File: config.mk
export PLATFORM = sky130hd
export DESIGN_NAME = alu_issue_ctrl_flat
export DESIGN_NICKNAME = d
export VERILOG_FILES = /design/src/rtl/alu_pkg.sv /design/src/rtl/alu_issue_ctrl_if.sv /design/src/rtl/reg_file.sv /design/src/rtl/alu_issue_ctrl.sv /design/src/flat_wrapper.sv
export SDC_FILE = /design/constraint.sdc
export NUM_CORES = 1
export LEC_CHECK = 0
export ABC_AREA = 1
export CORE_MARGIN = 5
export CORE_UTILIZATION = 35
export CTS_BUF_LIST = sky130_fd_sc_hd__clkbuf_16
export CTS_CLUSTER_DIAMETER = 30
export DETAILED_ROUTE_END_ITERATION = 10
export GPL_ROUTABILITY_DRIVEN = 0
export PLACE_DENSITY = 0.64
export SYNTH_ARGS = -nofsm -noshare
export SYNTH_HDL_FRONTEND = slang
export SYNTH_HIERARCHICAL = 1
export SYNTH_SLANG_ARGS = --single-unit
File: constraint.sdc
create_clock -name clk -period 2.86 [get_ports clk]
set_clock_uncertainty 0.2 [all_clocks]
set_input_delay 0.429 -clock clk [delete_from_list [all_inputs] [get_ports clk]]
set_output_delay 0.429 -clock clk [all_outputs]
set_load 0.02 [all_outputs]
File: src/rtl/alu_pkg.sv
// Shared types and constants for the ALU issue controller slice.
// Holds the ALU opcode encodings, the sequencer state encoding,
// instruction field positions and default widths.
package alu_pkg;

  localparam int unsigned DEF_DATA_W = 8;
  localparam int unsigned DEF_NREGS  = 8;
  localparam int unsigned REG_ADDR_W = 3;
  localparam int unsigned INSTR_W    = 9;

  // Instruction field positions: [8:6] op, [5:3] rd / source A, [2:0] rs / source B
  localparam int unsigned OP_MSB = 8;
  localparam int unsigned OP_LSB = 6;
  localparam int unsigned RD_MSB = 5;
  localparam int unsigned RD_LSB = 3;
  localparam int unsigned RS_MSB = 2;
  localparam int unsigned RS_LSB = 0;

  typedef enum logic [2:0] {
    ADD = 3'b000,
    SUB = 3'b001,
    AND = 3'b010,
    OR  = 3'b011,
    XOR = 3'b100,
    SHL = 3'b101,
    SHR = 3'b110,
    CMP = 3'b111
  } alu_op_t;

  typedef enum logic [1:0] {
    IDLE,
    READ,
    EXEC,
    WB
  } state_t;

endpackage

File: src/rtl/alu_issue_ctrl_if.sv
// Instruction issue handshake between an instruction source and the
// sequencer.
//   instr_valid : source offers an instruction
//   instr_ready : sequencer can accept this cycle
//   instr       : [8:6] op, [5:3] rd, [2:0] rs
interface alu_issue_ctrl_if;
  import alu_pkg::*;

  logic               instr_valid;
  logic               instr_ready;
  logic [INSTR_W-1:0] instr;

  modport master (
    output instr_valid,
    output instr,
    input  instr_ready
  );

  modport slave (
    input  instr_valid,
    input  instr,
    output instr_ready
  );

endinterface

File: src/rtl/reg_file.sv
// Register file for the issue controller: NREGS x DATA_W storage.
//   clk, reset          : clock, synchronous active-high clear to zero
//   rd_addr_a/rd_data_a : combinational operand read port A
//   rd_addr_b/rd_data_b : combinational operand read port B
//   host_addr/host_rdata: combinational host inspection port
//   we, waddr, wdata    : single synchronous write port
module reg_file
  import alu_pkg::*;
#(
  parameter int unsigned DATA_W = DEF_DATA_W,
  parameter int unsigned NREGS  = DEF_NREGS
) (
  input  logic                  clk,
  input  logic                  reset,
  input  logic [REG_ADDR_W-1:0] rd_addr_a,
  output logic [DATA_W-1:0]     rd_data_a,
  input  logic [REG_ADDR_W-1:0] rd_addr_b,
  output logic [DATA_W-1:0]     rd_data_b,
  input  logic [REG_ADDR_W-1:0] host_addr,
  output logic [DATA_W-1:0]     host_rdata,
  input  logic                  we,
  input  logic [REG_ADDR_W-1:0] waddr,
  input  logic [DATA_W-1:0]     wdata
);

  logic [DATA_W-1:0] regs [NREGS];

  always_ff @(posedge clk) begin
    if (reset) begin
      regs <= '{default: '0};
    end else if (we) begin
      regs[waddr] <= wdata;
    end
  end

  assign rd_data_a  = regs[rd_addr_a];
  assign rd_data_b  = regs[rd_addr_b];
  assign host_rdata = regs[host_addr];

endmodule

File: src/rtl/alu_issue_ctrl.sv
// Multi-cycle sequencer driving an external 8-bit ALU.
// Accepts one instruction per 4 cycles (IDLE->READ->EXEC->WB), reads the
// operands from its register file, registers them onto the ALU inputs,
// samples the ALU result/zero flag at the end of EXEC and writes back in WB
// (cmp only updates flag_z). A host port loads registers while idle.
//   clk, reset             : clock, synchronous active-high reset
//   instr_bus (slave)      : instr_valid / instr_ready / instr handshake
//   alu_op, alu_a, alu_b   : registered ALU operands
//   alu_result, alu_zero   : combinational ALU response
//   done                   : high for the writeback cycle
//   flag_z                 : zero flag of the last executed instruction
//   host_we/addr/wdata     : host register write, honoured in IDLE only
//   host_rdata             : combinational read of reg[host_addr]
module alu_issue_ctrl
  import alu_pkg::*;
#(
  parameter int unsigned DATA_W = DEF_DATA_W,
  parameter int unsigned NREGS  = DEF_NREGS
) (
  input  logic                  clk,
  input  logic                  reset,
  alu_issue_ctrl_if.slave       instr_bus,
  output logic [2:0]            alu_op,
  output logic [DATA_W-1:0]     alu_a,
  output logic [DATA_W-1:0]     alu_b,
  input  logic [DATA_W-1:0]     alu_result,
  input  logic                  alu_zero,
  output logic                  done,
  output logic                  flag_z,
  input  logic                  host_we,
  input  logic [REG_ADDR_W-1:0] host_addr,
  input  logic [DATA_W-1:0]     host_wdata,
  output logic [DATA_W-1:0]     host_rdata
);

  state_t                state_q, state_n;
  alu_op_t               op_q;
  logic [REG_ADDR_W-1:0] rd_q, rs_q;
  alu_op_t               alu_op_q;
  logic [DATA_W-1:0]     alu_a_q, alu_b_q;
  logic [DATA_W-1:0]     result_q;
  logic                  flag_z_q;

  logic                  accept;
  logic                  wb_we, host_ok;
  logic                  rf_we;
  logic [REG_ADDR_W-1:0] rf_waddr;
  logic [DATA_W-1:0]     rf_wdata;
  logic [DATA_W-1:0]     rd_data_a, rd_data_b;

  assign instr_bus.instr_ready = (state_q == IDLE) && !reset;
  assign accept = instr_bus.instr_valid && instr_bus.instr_ready;

  always_ff @(posedge clk) begin
    if (reset) begin
      state_q <= IDLE;
    end else begin
      state_q <= state_n;
    end
  end

  always_comb begin
    state_n = state_q;
    done    = 1'b0;
    unique case (state_q)
      IDLE: if (accept) state_n = READ;
      READ: state_n = EXEC;
      EXEC: state_n = WB;
      WB: begin
        done    = 1'b1;
        state_n = IDLE;
      end
      default: state_n = IDLE;
    endcase
  end

  always_ff @(posedge clk) begin
    if (reset) begin
      op_q     <= ADD;
      rd_q     <= '0;
      rs_q     <= '0;
      alu_op_q <= ADD;
      alu_a_q  <= '0;
      alu_b_q  <= '0;
      result_q <= '0;
      flag_z_q <= 1'b0;
    end else begin
      if (accept) begin
        op_q <= alu_op_t'(instr_bus.instr[OP_MSB:OP_LSB]);
        rd_q <= instr_bus.instr[RD_MSB:RD_LSB];
        rs_q <= instr_bus.instr[RS_MSB:RS_LSB];
      end
      if (state_q == READ) begin
        alu_op_q <= op_q;
        alu_a_q  <= rd_data_a;
        alu_b_q  <= rd_data_b;
      end
      if (state_q == EXEC) begin
        result_q <= alu_result;
        flag_z_q <= alu_zero;
      end
    end
  end

  // Single write port: writeback and host writes can never coincide, since
  // host writes are only taken in IDLE and writeback only happens in WB.
  always_comb begin
    wb_we    = (state_q == WB) && (op_q != CMP);
    host_ok  = (state_q == IDLE) && host_we && !accept;
    rf_we    = wb_we || host_ok;
    rf_waddr = host_addr;
    rf_wdata = host_wdata;
    if (wb_we) begin
      rf_waddr = rd_q;
      rf_wdata = result_q;
    end
  end

  reg_file #(
    .DATA_W (DATA_W),
    .NREGS  (NREGS)
  ) u_reg_file (
    .clk        (clk),
    .reset      (reset),
    .rd_addr_a  (rd_q),
    .rd_data_a  (rd_data_a),
    .rd_addr_b  (rs_q),
    .rd_data_b  (rd_data_b),
    .host_addr  (host_addr),
    .host_rdata (host_rdata),
    .we         (rf_we),
    .waddr      (rf_waddr),
    .wdata      (rf_wdata)
  );

  assign alu_op = alu_op_q;
  assign alu_a  = alu_a_q;
  assign alu_b  = alu_b_q;
  assign flag_z = flag_z_q;

endmodule

File: src/flat_wrapper.sv
// flat-port wrapper written by rule: the top's interface ports become plain ports
module alu_issue_ctrl_flat import alu_pkg::*;
#(
  parameter int unsigned DATA_W = DEF_DATA_W,
  parameter int unsigned NREGS  = DEF_NREGS
)
  (clk, reset, alu_op, alu_a, alu_b, alu_result, alu_zero, done, flag_z, host_we, host_addr, host_wdata, host_rdata, instr_bus_instr_valid, instr_bus_instr, instr_bus_instr_ready);
  alu_issue_ctrl_if instr_bus_i ();
  input  logic clk;
  input  logic reset;
  output logic [2:0] alu_op;
  output logic [DATA_W-1:0] alu_a;
  output logic [DATA_W-1:0] alu_b;
  input  logic [DATA_W-1:0] alu_result;
  input  logic alu_zero;
  output logic done;
  output logic flag_z;
  input  logic host_we;
  input  logic [REG_ADDR_W-1:0] host_addr;
  input  logic [DATA_W-1:0] host_wdata;
  output logic [DATA_W-1:0] host_rdata;
  input wire logic [$bits(instr_bus_i.instr_valid)-1:0] instr_bus_instr_valid;
  input wire logic [$bits(instr_bus_i.instr)-1:0] instr_bus_instr;
  output wire logic [$bits(instr_bus_i.instr_ready)-1:0] instr_bus_instr_ready;
  assign instr_bus_i.instr_valid = instr_bus_instr_valid;
  assign instr_bus_i.instr = instr_bus_instr;
  assign instr_bus_instr_ready = instr_bus_i.instr_ready;
  alu_issue_ctrl #(.DATA_W(DATA_W), .NREGS(NREGS)) u_core (.clk(clk), .reset(reset), .instr_bus(instr_bus_i), .alu_op(alu_op), .alu_a(alu_a), .alu_b(alu_b), .alu_result(alu_result), .alu_zero(alu_zero), .done(done), .flag_z(flag_z), .host_we(host_we), .host_addr(host_addr), .host_wdata(host_wdata), .host_rdata(host_rdata));
endmodule
# Yosys cells after proc, flatten, opt, wreduce, memory -nomap -nowiden
# Cells that the tools add are included.
dict set report totals {
  regBits 103
  latchBits 0
  ram_bits 0
  mem_bits_ro 0
  in_bits 33
  output_inout_bits 30
  word_cells 58
  mem_count 0
}
dict set report op_classes {
  n_addsub 0
  multipliers 0
  div_mod_pow 0
  n_lt_le_gt_ge 5
  eq_ne 5
  shift 0
  n_mux 17
  bitwise 4
  reduce_logical 10
}
# operator n
set op_table {}
lappend op_table {{$bmux 8 s3} 3}
lappend op_table {{$bwmux 64} 1}
lappend op_table {{$mux 8} 8}
lappend op_table {{$demux 8 s3} 1}
lappend op_table {{$ge 4x4->1 const B} 4}
lappend op_table {{$not 3->4} 4}
lappend op_table {{$pmux 2 s4} 1}
lappend op_table {{$logic_and 1x1->1} 6}
lappend op_table {{$eq 2x2->1 const B} 2}
lappend op_table {{$lt 4x1->1 const B} 1}
lappend op_table {{$mux 3} 1}
lappend op_table {{$ne 3x3->1 const B} 1}
lappend op_table {{$eq 2x1->1 const B} 1}
lappend op_table {{$logic_not 1->1} 2}
lappend op_table {{$logic_not 2->1} 1}
lappend op_table {{$mux 2} 1}
lappend op_table {{$ne 2x1->1 const B} 1}
lappend op_table {{$logic_or 1x1->1} 1}
lappend op_table {{$mux 1} 1}

# Depth between registers and ports, before layout
# Gate-level depths: netlist of run 1.
dict set report depth {
  ltp_word 9
  mapped_depth 12
  depth_no_buf 12
}

# Cells and area by module
# Netlist of run 1, hierarchy kept.
# module instances cells_per_inst area_per_inst_um2
set modules_own_cells {}
lappend modules_own_cells {reg_file 1 804 4455.5}
lappend modules_own_cells {alu_issue_ctrl 1 218 1587.8}

# Worst setup path before layout of run 1
# Ideal clock, no wire load.
dict set report synth_path {
  kind {register to register}
  startpoint {register u_core.state_q[0]}
  endpoint {register u_core/u_reg_file/regs[40] (netlist name)}
  t_arrival_ns 1.721
  required_ns 2.544
  slack_ns 0.823
  stages_incl_launch_ff 10
  period_less_slack_ns 2.037
  cell_sequence {dfxtp_1 ha_1 clkbuf_1 nand3_1 nand2_1 inv_2 nor2_4 nand2_4 o21ai_0 nor2_1}
}
dict set report synth_via {
  elab_chain_cells 9
}
# item line_no
set synth_rtl {}
lappend synth_rtl {{start: declaration} alu_issue_ctrl.sv:36} ;# state_t state_q, state_n;
lappend synth_rtl {{start signal: assignment} alu_issue_ctrl.sv:58} ;# state_q <= state_n;
lappend synth_rtl {{$eq 2x2->1 *} alu_issue_ctrl.sv:108} ;# wb_we = (state_q == WB) && (op_q != CMP);
lappend synth_rtl {{$logic_and 1x1->1 *} alu_issue_ctrl.sv:108}
lappend synth_rtl {{$mux 3 *} alu_issue_ctrl.sv:113} ;# if (wb_we) begin
lappend synth_rtl {{named net u_core.rf_waddr[1]} alu_issue_ctrl.sv:47} ;# logic [REG_ADDR_W-1:0] rf_waddr;
lappend synth_rtl {{$not 3->4 (not written as such) *} reg_file.sv:32} ;# regs[waddr] <= wdata;
lappend synth_rtl {{$ge 4x4->1 (not written as such) or $lt 4x1->1 (tied branches)} reg_file.sv:32}
lappend synth_rtl {{$logic_and 1x1->1 (not written as such)} reg_file.sv:32}
lappend synth_rtl {{$mux 8 (not written as such)} reg_file.sv:32}
lappend synth_rtl {{$demux 8 s3 *} reg_file.sv:32}
lappend synth_rtl {{$bwmux 64 *} reg_file.sv:32}
lappend synth_rtl {{end signal: indexed assignment} reg_file.sv:32}
lappend synth_rtl {{end: declaration} reg_file.sv:26} ;# logic [DATA_W-1:0] regs [NREGS];
# Mark *: on every way through the listed nets, which the timed path passes. The rest lies on a longest branch.
# A chain may end at the register's enable or synchronous reset.

# Final worst setup path of run 1
dict set report layout_path {
  startpoint {input host_addr[0]}
  endpoint {output host_rdata[1]}
}
dict set report layout_via {
  elab_chain_cells 4
}
# item line_no
set layout_rtl {}
lappend layout_rtl {{start: declaration} flat_wrapper.sv:19} ;# input logic [REG_ADDR_W-1:0] host_addr;
lappend layout_rtl {{$not 3->4 (not written as such)} reg_file.sv:38} ;# assign host_rdata = regs[host_addr];
lappend layout_rtl {{$bmux 8 s3} reg_file.sv:38}
lappend layout_rtl {{$mux 8 (not written as such) (2 in a row)} reg_file.sv:38}
lappend layout_rtl {{end: declaration} flat_wrapper.sv:21} ;# output logic [DATA_W-1:0] host_rdata;
# No other way between the ends. The select of a mux whose other input is x is not followed.

==> run metrics, run 1 <==
# IOs 63; Critical-path top delay cell clkdlybuf4s50_1; post-synth top area cell dfxtp_1; DRT iter0 DRCs 827; Num CTS Buffers 9; fin crit period 2490 ps; prevailing post-synth register cell dfxtp_1; largest net degree at the start of global routing 41; CTS max path bufs 2; Leak Pwr 3.75 nW; final setup fails 0; worst hold-check path type reg2reg; fin nets 1111; grt ovf 0; post-synth cell types 22; root buffer selected by CTS clkbuf_16; Max FO, Critical Path 22; Fin. Hold Viols 0; status finished clean; critical path's largest stage delay 530 ps; Worst setup SP type input port; most frequent cell after synthesis nand2_1; Synthesized Nets 1059; Fill cells 1854; synthesized area 6040 sq um; vias in the first global route 5845; most frequent CP cell nand2_1; CP Class in2out; die span in x 141 um; std cell rows 48; sequential fraction of the synthesis area 0.341; maximum clock rate 0.401 GHz; Antenna Nets Post-Route 0; Power Dens Cells 751 nW/um^2; Core ar. 17100 sq um; Setup Buffers After CTS 0; diode count 0; Max-slew headroom 0.578; YS warnings 6; first-pass GRT wire length 31.0 mm; Routed wire per std cell 14.9 um; I/O Buffers 62; cts hold-fix bufs 0; share of the synthesized area in the top cell type 0.341; Worst setup EP type output port; area grow syn2layout 20.1%; die span in y 141 um; Post-synth EDFFs 0; CTS clock-pin slew for the worst setup and hold paths 70 ps; total power 5.45 mW; Avg Cell Area, Syn 5.91 sq um; GRT Total Usage 0.195; DP HPWL 14.4 mm; setup TNS 0 ps; fraction of registers with async set/reset 0; H-tree depth 3; max-cap violation count 0; Post-Route WL 19.4 mm; TritonRoute pass-1 iters 7; RSZ-0062 raised after global routing no; Critical Path RT 2230 ps; via/cell ratio 4.93; Area contributors post-synth dfxtp_1, nand2_1, nor2_1; DRC 0; Vias 6423; synth cell count leaders nand2_1, nor2_1, nand3_1; fin. max-slew vios 0; worst skew pair latency 350 ps; worst slew pin tran 632 ps; Clock Sinks 103; share of cells above drive strength 1 0.0723; CP cell instances clkdlybuf4s50_1 > buf_4 > buf_12 > nand2_1 > nand3_1 > nand2_1 > nand2_1 > nand2_1 > dlymetal6s2s_1; initial antenna violation count 0; die footprint 20000 sq um; CTS tree yes; period utilization 0.872; Starting Density 0.353; Peak VDD IR 0.299 mV; arrival time at the worst endpoint 1860 ps; Mapped Cells 1022; Synth Register Bits 103
## placed cells by master (no fill, tap or decap)
cell,netlist,final
nand2_1,347,347
nor2_1,186,186
nand3_1,127,127
dfxtp_1,103,103
o21ai_0,93,93
inv_1,77,77
clkdlybuf4s50_1,0,54
buf_4,12,28
clkbuf_16,0,9
inv_2,9,9
dlymetal6s2s_1,0,8
clkinv_4,5,6
nand2_4,6,6
ha_1,4,4
nor2_4,4,4
inv_6,0,3
nand2_2,3,3
bufinv_16,0,2
nor2_2,2,2
buf_12,0,2
clkinvlp_4,0,1
a21oi_2,1,1
clkinv_1,1,1
a21oi_1,1,1
nand3_2,1,1
clkinv_2,1,1
## flip-flops by register name, indices dropped and copies added (netlist names)
signal	cells
u_core/result_q	8
u_core/rd_q	3
u_core/rs_q	3
u_core/flag_z	1
u_core/alu_b	8
u_core/op_q	3
u_core/u_reg_file/regs	64
u_core/alu_a	8
u_core/state_q	2
u_core/alu_op	3
## routing by layer
layer | GRT usage | share of wire
met2 | 0.302 | 0.45
met5 | 0 | 0
met1 | 0.276 | 0.45
met3 | 0.0263 | 0.069
met4 | 0.0732 | 0.029
## final timing paths
kind                                                         startpoint                                      end  slack (ps)  depth (start not counted)
worst max-delay path                                       host_addr[0]                            host_rdata[1]         370                          9
worst min-delay path            u_core/u_reg_file/regs[60]$_SDFFE_PP0P_  u_core/u_reg_file/regs[60]$_SDFFE_PP0P_         280                          2
worst max register to register           u_core/state_q[1]$_SDFFE_PP0P_  u_core/u_reg_file/regs[57]$_SDFFE_PP0P_         650                         11
worst min register to register  u_core/u_reg_file/regs[60]$_SDFFE_PP0P_  u_core/u_reg_file/regs[60]$_SDFFE_PP0P_         280                          2
## logic make-up (layout without fill, tap and decap cells)
group,count (synthesis),in the layout,share of synthesized area
AND/OR/NAND/NOR,676,676,0.462
buffers and inverters,144,201,0.110
flip-flops,103,103,0.341
AO/OA/AOI/OAI,95,95,0.0793
adder cells (fa/ha/maj),4,4,0.00828
## worst max-delay path, delay by kind of cell
kind	cells	cell delay [ps]
simple gates	5	350
buf+inv	4	1080
## area by class of cell
class | instances | area [sq um] | area share
clock buffers | 9 | 225 | 0.0310
clock inverters | 7 | 103 | 0.0141
inverters | 93 | 375 | 0.0517
multi-input cells | 775 | 3320 | 0.457
flip-flops and latches | 103 | 2060 | 0.284
well taps | 225 | 282 | 0.0388
repair buffers | 92 | 891 | 0.123
## where the power goes
part,internal [mW],total (mW),switching [mW]
sequential,1.71,1.86,0.158
combinational,0.783,2.24,1.46
clock,0.778,1.35,0.573
## per-stage QoR
stage / utilization / std cells / worst slack [ps] / hold WS, ps / cell area, sq um
after floorplan: - / 1022 / 823 / 240 / 6040
after CTS: 0.423 / 1304 / 24.5 / 287 / 7240
after global placement: 0.404 / 1288 / 20.1 / 261 / 6910
final: 0.424 / 1304 / 367 / 281 / 7260
after detailed placement: 0.404 / 1288 / 23.3 / 271 / 6910
after global routing: 0.424 / 1304 / 298 / 305 / 7260
## repair_timing
action                                  in CTS  in global routing
endpoints found under the hold margin        0                  0
resized for setup                            0                  8
endpoints found under the setup margin       0                  8
No activity file was read; power rests on OpenSTA's default activity.
==> run 2: changes to the inputs <==
SKIP_LAST_GASP = 1   (was unset)
==> results of run 2 <==
No change in the layout: final DEF, timing and power equal those of run 1.
==> variant, RTL diff (config.mk and constraints of run 2) <==
Change the package constant `OP_LSB` from 6 to 8.
--- a/src/rtl/alu_pkg.sv
+++ b/src/rtl/alu_pkg.sv
@@ -12,3 +12,3 @@
   localparam int unsigned OP_MSB = 8;
-  localparam int unsigned OP_LSB = 6;
+  localparam int unsigned OP_LSB = 8;
   localparam int unsigned RD_MSB = 5;
Function: changed (Yosys sat finds a counterexample within 4 cycles, from zero or initial values and one cycle with reset high).
==> variant against run 2 <==
Synthesized area fell by 2.4%. Combinational power down 2%. Setup slack got worse by 0.12 ns. Wire length decreased by 0.45%. Power shrank 1.4%. Fmax decreased by 4.5%. Sequential cell count decreased by 4. Final area shrank 2.6%. Largest cell class unchanged.
==> variant: results (changes against run 2) <==
----------------------------------------------------
[Global route]
  Maximum number of pins on one net before global-route repair ... 37 (-9.8%)
  Via count of the first global-routing pass ... 5731 (-2.0%)
  Overall routing resource usage ... 0.1960 (+0.001114)
  Antenna violations before repair ... 0 (unchanged)
  Wire length of the first global-routing pass ... 30.77 mm (-0.75%)

[Placed design]
  Sum of net half-perimeters after detailed placement ... 13.89 mm (-3.8%)
  Placed standard-cell area ... 6710 sq um (-2.9%)
  Port Buffers ... 58 (-6.5%)

[Route]
  1st-iter DRT viols ... 585 (-29%)
  Iteration count of the initial detailed-routing pass ... 5 (-2)
  Routed vias/inst ... 4.929 (about the same)
  Routed wire length ... 19.35 mm (-0.45%)

[Critical path]
  Data arrival time of the worst path ... 1.98 ns (+0.12 ns)
  Worst-case register-to-register setup slack ... 0.57 ns (-0.08 ns)
  Max incr delay on CP ... 0.50 ns (-0.03 ns)
  Endpoint kind of the worst setup timing path ... output pin
  Worst R2R Start ... u_core/state_q[0]
  R2R cell count ... 12 (+1)
  Crit path to ... host_rdata[7]
  Destination of the worst register-to-register timing path ... u_core/u_reg_file/regs[60]

[Yosys]
  Commonest cells in the netlist ... sky130_fd_sc_hd__nand2_1 (355), sky130_fd_sc_hd__nor2_1 (182), sky130_fd_sc_hd__nand3_1 (111)
  Top post-synthesis cells by area ... sky130_fd_sc_hd__dfxtp_1 (34%), sky130_fd_sc_hd__nand2_1 (23%), sky130_fd_sc_hd__nor2_1 (12%)
  Number of distinct standard cells referenced by the synthesized netlist ... 24 (+9.1%)
  Sequential fraction of the synthesis area ... 0.3359 (-0.005323)
  Average cell area after synthesis ... 5.865 sq um (-0.81%)
  Post-synthesis compound-gate area fraction ... 0.07888 (-0.0004157)
  Adder and majority cell fraction of the synthesized area ... 0.008482 (+0.0002002)

[Finish]
  Final #Nets ... 1088 (-2.1%)
  Layout cells sized above 1 ... 0.06818 (-0.004107)
  Fillcell total ... 1826 (-1.5%)
  Count of placed standard cells in the final layout, fillers left out ... 1276 (-2.1%)

[Outcome]
  Outcome ... completed

[Power]
  Share of total power consumed by net switching ... 0.3966 (-0.004490)
  Worst voltage drop across the vdd grid ... 0.0004334 V (+45%)
  Static leakage ... 3.672 nW (-2.2%)

[Min path]
  Hold Startpoint ... u_core/op_q[0]
  Endpoint with the worst hold slack ... u_core/op_q[0]

[Timing]
  Worst slack on hold paths ... 0.2692 ns (-0.01221 ns)
  Worst slew pin tran ... 0.6240 ns (-0.007905 ns)

----------------------------------------------------
variant: cells by family (layout without fill, tap and decap cells):
kind of cell | Yosys count | count (layout)
flops | 99 | 99
fa+ha+maj | 4 | 4
compound gates | 93 | 93
simple gates | 664 | 664
other cells | 1 | 2
buf+inv | 145 | 194
variant: final cells by class:
| type | instances | area [sq um] | share of cell area |
|---|---|---|---|
| clock buffers | 9 | 225.2 | 0.03187 |
| clock inverters | 7 | 115.1 | 0.01629 |
| inverters | 94 | 379.1 | 0.05365 |
| multi-input cells | 763 | 3248 | 0.4596 |
| flip-flops and latches | 99 | 1982 | 0.2805 |
| well taps | 220 | 275.3 | 0.03895 |
| repair buffers | 84 | 842.1 | 0.1192 |
variant: metrics by stage:
step | TNS (ns) | setup slack, ns
detailed placement | 0 | 0.0002800
finish | 0 | 0.2511
CTS | 0 | 0.008294
global placement | -0.01306 | -0.01306
global route | 0 | 0.1346
floorplan | 0 | 0.8311
variant: power groups by stage:
stage / clock, mW / combinational, mW / sequential, mW
6_report: 1.41 / 2.20 / 1.77
5_1_grt: 1.49 / 2.45 / 1.80
4_1_cts: 1.43 / 2.19 / 1.77
3_5_place_dp: 0 / 2.18 / 1.80
3_3_place_gp: 0 / 2.17 / 1.79
2_1_floorplan: 0 / 1.36 / 1.89
variant: what timing repair did:
item | 4_1_cts | 5_1_grt
cloned | 0 | 0
buffers inserted | 0 | 0
endpoints found under the setup margin | 1 | 7
gates resized for setup | 1 | 7
hold buffers | 0 | 0
variant: layer usage:
layer / up-vias / global-route usage / part of all wire
li1: 3192 / - / -
met3: 38 / 0.04082 / 0.078
met4: 0 / 0.07037 / 0.029
met1: 2829 / 0.2683 / 0.45
met5: - / 0 / 0
met2: 230 / 0.3056 / 0.44
